### src/rtl/theia_tmem_loader.sv
// Host-to-TMEM loader: buffers a linear host word stream and scatters it across interleaved banks.
// Optional running checksum of written data is built when TMEM_LOADER_CHECKSUM_EN is defined.
module theia_tmem_loader #(
    parameter int WB_WIDTH  = 32,
    parameter int BANK_BITS = 4,
    parameter int FIFO_BITS = 3
) (
    input  logic                        CLK_I,
    input  logic                        RST_I,
    input  logic                        START_I,
    input  logic [WB_WIDTH-1:0]         BASE_I,
    input  logic [WB_WIDTH-1:0]         LEN_I,
    input  logic [WB_WIDTH-1:0]         DAT_I,
    input  logic                        STB_I,
    output logic                        ACK_O,
    input  logic                        HOLD_I,
    output logic [WB_WIDTH-1:0]         TMDAT_O,
    output logic [WB_WIDTH-1:0]         TMADR_O,
    output logic [(1<<BANK_BITS)-1:0]   TMSEL_O,
    output logic                        TMWE_O,
    output logic                        BUSY_O,
    output logic                        DONE_O,
    output logic                        ERR_O,
    output logic [WB_WIDTH-1:0]         CSUM_O
);

    localparam int NUM_BANKS = 1 << BANK_BITS;
    localparam int DEPTH     = 1 << FIFO_BITS;

    typedef enum logic [1:0] {
        S_IDLE,
        S_LOAD,
        S_FIN
    } state_t;

    state_t                 state_q, state_d;
    logic [WB_WIDTH-1:0]    vadr_q, vadr_d;
    logic [WB_WIDTH-1:0]    len_q, len_d;
    logic [WB_WIDTH-1:0]    acc_q, acc_d;
    logic [WB_WIDTH-1:0]    wcnt_q, wcnt_d;
    logic [WB_WIDTH-1:0]    tmdat_q, tmdat_d;
    logic [WB_WIDTH-1:0]    tmadr_q, tmadr_d;
    logic [BANK_BITS-1:0]   tmsel_q, tmsel_d;
    logic                   tmwe_q, tmwe_d;
    logic                   zdone_q, zdone_d;
    logic                   err_q, err_d;

    logic [WB_WIDTH-1:0]    fifo_q [DEPTH];
    logic [FIFO_BITS-1:0]   wptr_q, wptr_d;
    logic [FIFO_BITS-1:0]   rptr_q, rptr_d;
    logic [FIFO_BITS:0]     cnt_q, cnt_d;

    logic                   fifo_full;
    logic                   fifo_empty;
    logic                   push;
    logic                   pop;
    logic                   ack;

    assign fifo_full  = (cnt_q == (FIFO_BITS+1)'(DEPTH));
    assign fifo_empty = (cnt_q == '0);

    always_comb begin
        state_d = state_q;
        vadr_d  = vadr_q;
        len_d   = len_q;
        acc_d   = acc_q;
        wcnt_d  = wcnt_q;
        tmdat_d = tmdat_q;
        tmadr_d = tmadr_q;
        tmsel_d = tmsel_q;
        tmwe_d  = 1'b0;
        zdone_d = 1'b0;
        err_d   = err_q;
        wptr_d  = wptr_q;
        rptr_d  = rptr_q;
        cnt_d   = cnt_q;
        push    = 1'b0;
        pop     = 1'b0;
        ack     = STB_I && (state_q == S_LOAD) && !fifo_full && (acc_q < len_q);

        case (state_q)
            S_IDLE: begin
                if (STB_I) begin
                    err_d = 1'b1;
                end
                if (START_I) begin
                    if (LEN_I != '0) begin
                        state_d = S_LOAD;
                        vadr_d  = BASE_I;
                        len_d   = LEN_I;
                        acc_d   = '0;
                        wcnt_d  = '0;
                        err_d   = 1'b0;
                    end else begin
                        zdone_d = 1'b1;
                    end
                end
            end
            S_LOAD: begin
                if (START_I || (STB_I && (acc_q == len_q))) begin
                    err_d = 1'b1;
                end
                push = ack;
                pop  = !fifo_empty && !HOLD_I;
                if (push) begin
                    wptr_d = wptr_q + FIFO_BITS'(1);
                    acc_d  = acc_q + WB_WIDTH'(1);
                end
                if (pop) begin
                    tmdat_d = fifo_q[rptr_q];
                    tmadr_d = vadr_q >> BANK_BITS;
                    tmsel_d = vadr_q[BANK_BITS-1:0];
                    tmwe_d  = 1'b1;
                    vadr_d  = vadr_q + WB_WIDTH'(1);
                    wcnt_d  = wcnt_q + WB_WIDTH'(1);
                    rptr_d  = rptr_q + FIFO_BITS'(1);
                end
                // Leave LOAD one cycle after the final write so DONE_O never overlaps TMWE_O.
                if (wcnt_q == len_q) begin
                    state_d = S_FIN;
                end
            end
            S_FIN: begin
                if (START_I) begin
                    err_d = 1'b1;
                end
                state_d = S_IDLE;
            end
            default: state_d = S_IDLE;
        endcase

        case ({push, pop})
            2'b10:   cnt_d = cnt_q + (FIFO_BITS+1)'(1);
            2'b01:   cnt_d = cnt_q - (FIFO_BITS+1)'(1);
            default: cnt_d = cnt_q;
        endcase
    end

    always_ff @(posedge CLK_I or posedge RST_I) begin
        if (RST_I) begin
            state_q <= S_IDLE;
            vadr_q  <= '0;
            len_q   <= '0;
            acc_q   <= '0;
            wcnt_q  <= '0;
            tmdat_q <= '0;
            tmadr_q <= '0;
            tmsel_q <= '0;
            tmwe_q  <= 1'b0;
            zdone_q <= 1'b0;
            err_q   <= 1'b0;
            wptr_q  <= '0;
            rptr_q  <= '0;
            cnt_q   <= '0;
        end else begin
            state_q <= state_d;
            vadr_q  <= vadr_d;
            len_q   <= len_d;
            acc_q   <= acc_d;
            wcnt_q  <= wcnt_d;
            tmdat_q <= tmdat_d;
            tmadr_q <= tmadr_d;
            tmsel_q <= tmsel_d;
            tmwe_q  <= tmwe_d;
            zdone_q <= zdone_d;
            err_q   <= err_d;
            wptr_q  <= wptr_d;
            rptr_q  <= rptr_d;
            cnt_q   <= cnt_d;
        end
    end

    // Storage needs no reset: the pointers and count define what is valid.
    always_ff @(posedge CLK_I) begin
        if (push) begin
            fifo_q[wptr_q] <= DAT_I;
        end
    end

`ifdef TMEM_LOADER_CHECKSUM_EN
    logic [WB_WIDTH-1:0] csum_q, csum_d;

    always_comb begin
        csum_d = csum_q;
        if ((state_q == S_IDLE) && START_I) begin
            csum_d = '0;
        end else if (tmwe_q) begin
            csum_d = csum_q + tmdat_q;
        end
    end

    always_ff @(posedge CLK_I or posedge RST_I) begin
        if (RST_I) begin
            csum_q <= '0;
        end else begin
            csum_q <= csum_d;
        end
    end

    assign CSUM_O = csum_q;
`else
    assign CSUM_O = '0;
`endif

    assign ACK_O   = ack;
    assign TMDAT_O = tmdat_q;
    assign TMADR_O = tmadr_q;
    assign TMSEL_O = NUM_BANKS'(tmsel_q);
    assign TMWE_O  = tmwe_q;
    assign BUSY_O  = (state_q == S_LOAD);
    assign DONE_O  = (state_q == S_FIN) || zdone_q;
    assign ERR_O   = err_q;

endmodule

### config.mk
export PLATFORM = sky130hd
export DESIGN_NAME = theia_tmem_loader
export DESIGN_NICKNAME = d
export VERILOG_FILES = /design/src/rtl/theia_tmem_loader.sv
export SDC_FILE = /design/constraint.sdc
export NUM_CORES = 1
export LEC_CHECK = 0
export CELL_PAD_IN_SITES_DETAIL_PLACEMENT = 0
export CELL_PAD_IN_SITES_GLOBAL_PLACEMENT = 1
export CORE_MARGIN = 2
export CORE_UTILIZATION = 30
export CTS_BUF_LIST = sky130_fd_sc_hd__clkbuf_4
export CTS_CLUSTER_SIZE = 10
export DETAILED_ROUTE_END_ITERATION = 16
export MAX_ROUTING_LAYER = met4
export PLACE_DENSITY_LB_ADDON = 0.1
export SLEW_MARGIN = 20
export SYNTH_ARGS = -nofsm -noshare
export SYNTH_HDL_FRONTEND = slang
export SYNTH_SLANG_ARGS = --single-unit
### constraint.sdc
create_clock -name CLK_I -period 8.7 [get_ports CLK_I]
set_input_delay 1.74 -clock CLK_I [delete_from_list [all_inputs] [get_ports CLK_I]]
set_output_delay 1.74 -clock CLK_I [all_outputs]
set_load 0.005 [all_outputs]
Word-level counts from Yosys, hierarchy flattened
Memory sizes are Yosys's and may differ from the RTL's. A register that Yosys moved wholly into a read port is not among the register bits. Index checks and enable logic that the tools add are counted.

Reductions and logical operators: 23. Add/subtract/negate cells: 7. $lt $le $gt $ge: 1. Multiplexer cells: 30. Eq/ne operators: 14.

Operators by type and width (number): two-way mux 32 bit (7); one-hot mux 32 bit (2 select lines) (3); adder 32 x 1 -> 32 bit (second input constant) (3); == test 32 bit (2); less-than comparator 32 bit (1); nonzero test 32 bit (1); two-way mux 1 bit (14); AND reduction 3 bit (3); != test 2 bit (second input constant) (4); one-hot mux 4 bit (2 select lines) (1); AND reduction 4 bit (2); adder 3 x 1 -> 3 bit (second input constant) (2); two-way mux 2 bit (3); != test 2 x 1 -> 1 bit (second input constant) (3); logical AND 1 bit (5); adder 4 x 1 -> 4 bit (second input constant) (1); == test 2 x 1 -> 1 bit (second input constant) (2); == test 2 bit (second input constant) (2); == test 4 bit (second input constant) (1); zero test 4 bit (1); one-hot mux 2 bit (2 select lines) (1); AND reduction 2 bit (2); nonzero test 2 bit (2); subtractor 4 x 1 -> 4 bit (second input constant) (1); other kinds (5) (8).

Input port bits: 101. Register bits: 175. Memories kept: 1. Word-level logic and storage cells: 89. Memory bits (writable): 256.

Memory list: fifo_q (words 8, bits a word 32, read ports 1, clocked after memory_dff 1, write ports 1, RTL line 48) `logic [WB_WIDTH-1:0] fifo_q [DEPTH];`.

Longest topological paths before layout
Depth after elaboration: 7. Mapped depth: 16.

Worst setup path after synthesis
Ideal clock, no wire load.

Kind: in2reg. From: input STB_I. To: memory fifo_q[3][0] (enable). Path buffers: 2. Arrival: 5.249 ns. Setup time: 0.468 ns. Data required time: 8.232 ns. Stages on the path: 9. Setup slack: 2.983 ns. Cells stage by stage: nand2_1 -> a211oi_1 -> o21ai_0 -> a21oi_4 -> and2_1 -> buf_6 -> buf_4 -> nand2_1 -> nor3b_1.

Word-level cells in the longest chain between the ends: 6.

RTL lines: from (decl) (RTL line 14) `input logic STB_I,`; logical AND 1 bit (3 in a row) (RTL line 79) `ack = STB_I && (state_q == S_LOAD) && !fifo_full && (acc_q < len_q);`; named net ACK_O (RTL line 15) `output logic ACK_O,`; two-way mux 1 bit (RTL line 81) `case (state_q)`; two-way mux 1 bit (RTL line 175) `if (push) begin`; two-way mux 1 bit (not written as such) (RTL line 176) `fifo_q[wptr_q] <= DAT_I;`; to (decl) (RTL line 48).

The timed path passes the listed nets, and every way through them passes these cells.

Worst setup path in the final report
From: input STB_I. To: output ACK_O.

Word-level cells in the longest chain between the ends: 3.

RTL lines (RTL line): logical AND 1 bit (3 in a row) (79); to (decl) (15).

No other way between the ends.

==> metrics.txt <==
area leader, netlist edfxtp_1; IO Count 218; post-CTS setup repair buffer count 0; Clock Skew 58.5 ps; via/cell ratio 4.81; Cell variety after synth 70; CTS root buf clkbuf_4; CP arrival roughly 3900 ps; largest net degree at the start of global routing 149; sequential cell area fraction in the yosys report between 60% and 70%; post-cts sizing count 0; Synth Warn # 0; pwr/cell area a little over 300 mW/mm²; Final setup viols 0; full die area 0.0713 mm²; worst hold path type flip-flop to flip-flop; P_leak 0.00953 µW; RSZ-0062 raised after global routing no; CP Launch Type input port; Max Root-Sink Buffers 3; WL/cell 20.4 µm; Least-Margin Pin Slew 1070 ps; Mapped Area just over 0.02 mm²; initial antenna violation count 6; CTS tree done; Fin Hold WS just under 500 ps; Max-Cap Viols 0; die width between 200 and 300 µm; critical path startpoint STB_I; Net Sw Power 2630 µW; first-pass GRT wire length 85400 µm; Clk network pwr share 27.3%; asr flop ratio synth 44.7%; Flop pwr share between 40% and 50%; worst path required time 6960 ps; Final Hold Viols 0; global route overflow 0; Die Ht 267 µm; post-synthesis instance total about 1500; final slew viol count 0; Worst VDD drop 0.121 mV; Clk Latency, worst-skew pair 940 ps; vias in the first global route approximately 14000; post-synth top area share 37.1%; all-layer global routing usage approximately 17%; Post-synth EDFFs between 200 and 300; Num CTS Buffers approximately 130; hold wc startpoint acc_q[31]$_DFFE_PP0P_; outcome finished clean; Max-slew headroom 28.5%; Avg Inst Size Synth 13.7 µm²; Switching Fraction 34.4%; vias 13300; initial core utilization 30.3%; Final Cycle Share 64.6%; Post-DRT Antenna Nets 0; Post-CTS Hold Fix Bufs 0; Pint 5010 µW; DRT Pass-1 Iters 5; Critical R2R Launch acc_q[20]$_DFFE_PP0P_; flop and latch count out of synthesis 463; WS Path Type input port to output port; FMAX 178 MHz; HPWL Detailed 35300 µm; row count 96; Clk pin slew, worst setup/hold paths ~60 ps; 1st-iter DRT viols 789; H-tree depth 4; # DRC 0; min Tclk post-route between 5000 and 6000 ps; Top FF cell, synth edfxtp_1; CTS sink cnt 463; commonest cells in the netlist 256 x edfxtp_1, 207 x dfrtp_1, 111 x nor2_1, 84 x a21oi_1, 81 x nand2_1; Total Wirelength ~56000 µm; Area Overhead vs Synth 20.9%; top post-synthesis cells by area edfxtp_1 37%, dfrtp_1 25%, mux4_2 6.9%; PortBufs 169; CP endpoint kind output port; Final Net Count 1915; top-count cell post-synth edfxtp_1; setup TNS 0 ps; gpl congestion around 0.8; crit-path max FO 7; Core Box Area 0.0685 mm²; Comb power frac 31.4%; share of cells above drive strength 1 21.6%
flip-flops by register name (all words and copies together) (netlist names):
name,flops
fifo_q,256
TMDAT_O,32
acc_q,32
len_q,32
vadr_q,32
wcnt_q,32
TMADR_O,28
cnt_q,4
tmsel_q,4
rptr_q,3
wptr_q,3
state_q,2
ERR_O,1
TMWE_O,1
zdone_q,1
worst max-delay path, stage by stage:
cell and delay, ps:
clkdlybuf4s50_1 580, nand2_1 100, a211oi_1 230, o21ai_0 180, a21oi_4 250, and2_1 200
clkdlybuf4s50_1 590
placed cells by master (no fill, tap or decap), types with 13 or more instances in the layout:
cell type / count
mux2i_1: 35
mux4_2: 64
and4_1: 13
nand3_1: 37
clkbuf_4: 198
buf_4: 23
clkinv_1: 16
nor2_1: 108
clkdlybuf4s50_1: 169
dfrtp_1: 204
xor2_1: 57
xnor2_1: 13
nand2_1: 81
a21oi_1: 83
nor3_1: 14
and3_1: 20
ha_1: 43
o21ai_0: 42
edfxtp_1: 256
nand4_1: 33
mux2_2: 66
inv_1: 49
conb_1: 48
o22ai_1: 16
nor4_1: 22
final timing paths:
path | endpoint | slack [ps] | cells after the start
worst max-delay path | ACK_O | 3080 | 7
worst min-delay path | acc_q[31]$_DFFE_PP0P_ | 490 | 1
worst max register to register | cnt_q[3]$_DFFE_PP0P_ | 4790 | 14
worst min register to register | acc_q[31]$_DFFE_PP0P_ | 490 | 1
max in group asynchronous | rptr_q[0]$_DFFE_PP0P_ | 6190 | 3
min in group asynchronous | TMDAT_O[19]$_DFFE_PP0P_ | 1260 | 2
metal layers:
layer / vias to the layer above / routed length [µm] / track usage, %
met5: - / 0 / -
met4: 0 / 1330 / 6.30
met3: 104 / 2810 / 4.29
met2: 285 / 26800 / 25.8
met1: 6647 / 25300 / 20.7
li1: 6217 / - / -
through the flow:
step	total power [µW]	setup WS [ps]	cell area, µm²	utilization (%)	cells
floorplan	4620	1310	20900	-	1559
global placement	5660	3060	23300	34.1	2514
detailed placement	5680	3050	23300	34.1	2514
CTS	7840	2980	25100	36.6	2746
global route	8200	2860	25100	36.6	2754
finish	7650	3080	25100	36.6	2754
power groups by stage:
stage	Combinational [µW]	Sequential, µW	Clock, µW
2_1_floorplan	1600	3020	0
3_3_place_gp	2440	3220	0
3_5_place_dp	2460	3220	0
4_1_cts	2470	3180	2190
5_1_grt	2660	3230	2300
6_report	2400	3160	2080
layout make-up:
type,instances,area [µm²]
sequential,463,12900
antenna,7,17.5
multi-input combinational,925,7270
clock buffer,198,1490
tap,882,1100
clock inverter,34,236
inverter,52,205
fill,6687,43400
timing repair buffer,193,1880
kinds of logic (layout without fill, tap and decap cells):
kind of cell / after synthesis / in the layout / share of synthesized area [%]
other cells: 1 / 55 / 0.0181
xor+xnor: 70 / 70 / 2.96
compound gates: 227 / 227 / 6.96
buf+inv: 171 / 477 / 4.17
flops: 463 / 463 / 62.0
fa+ha+maj: 45 / 45 / 2.75
mux: 165 / 165 / 12.2
simple gates: 370 / 370 / 8.89
Power figures use the tool's default switching activity.
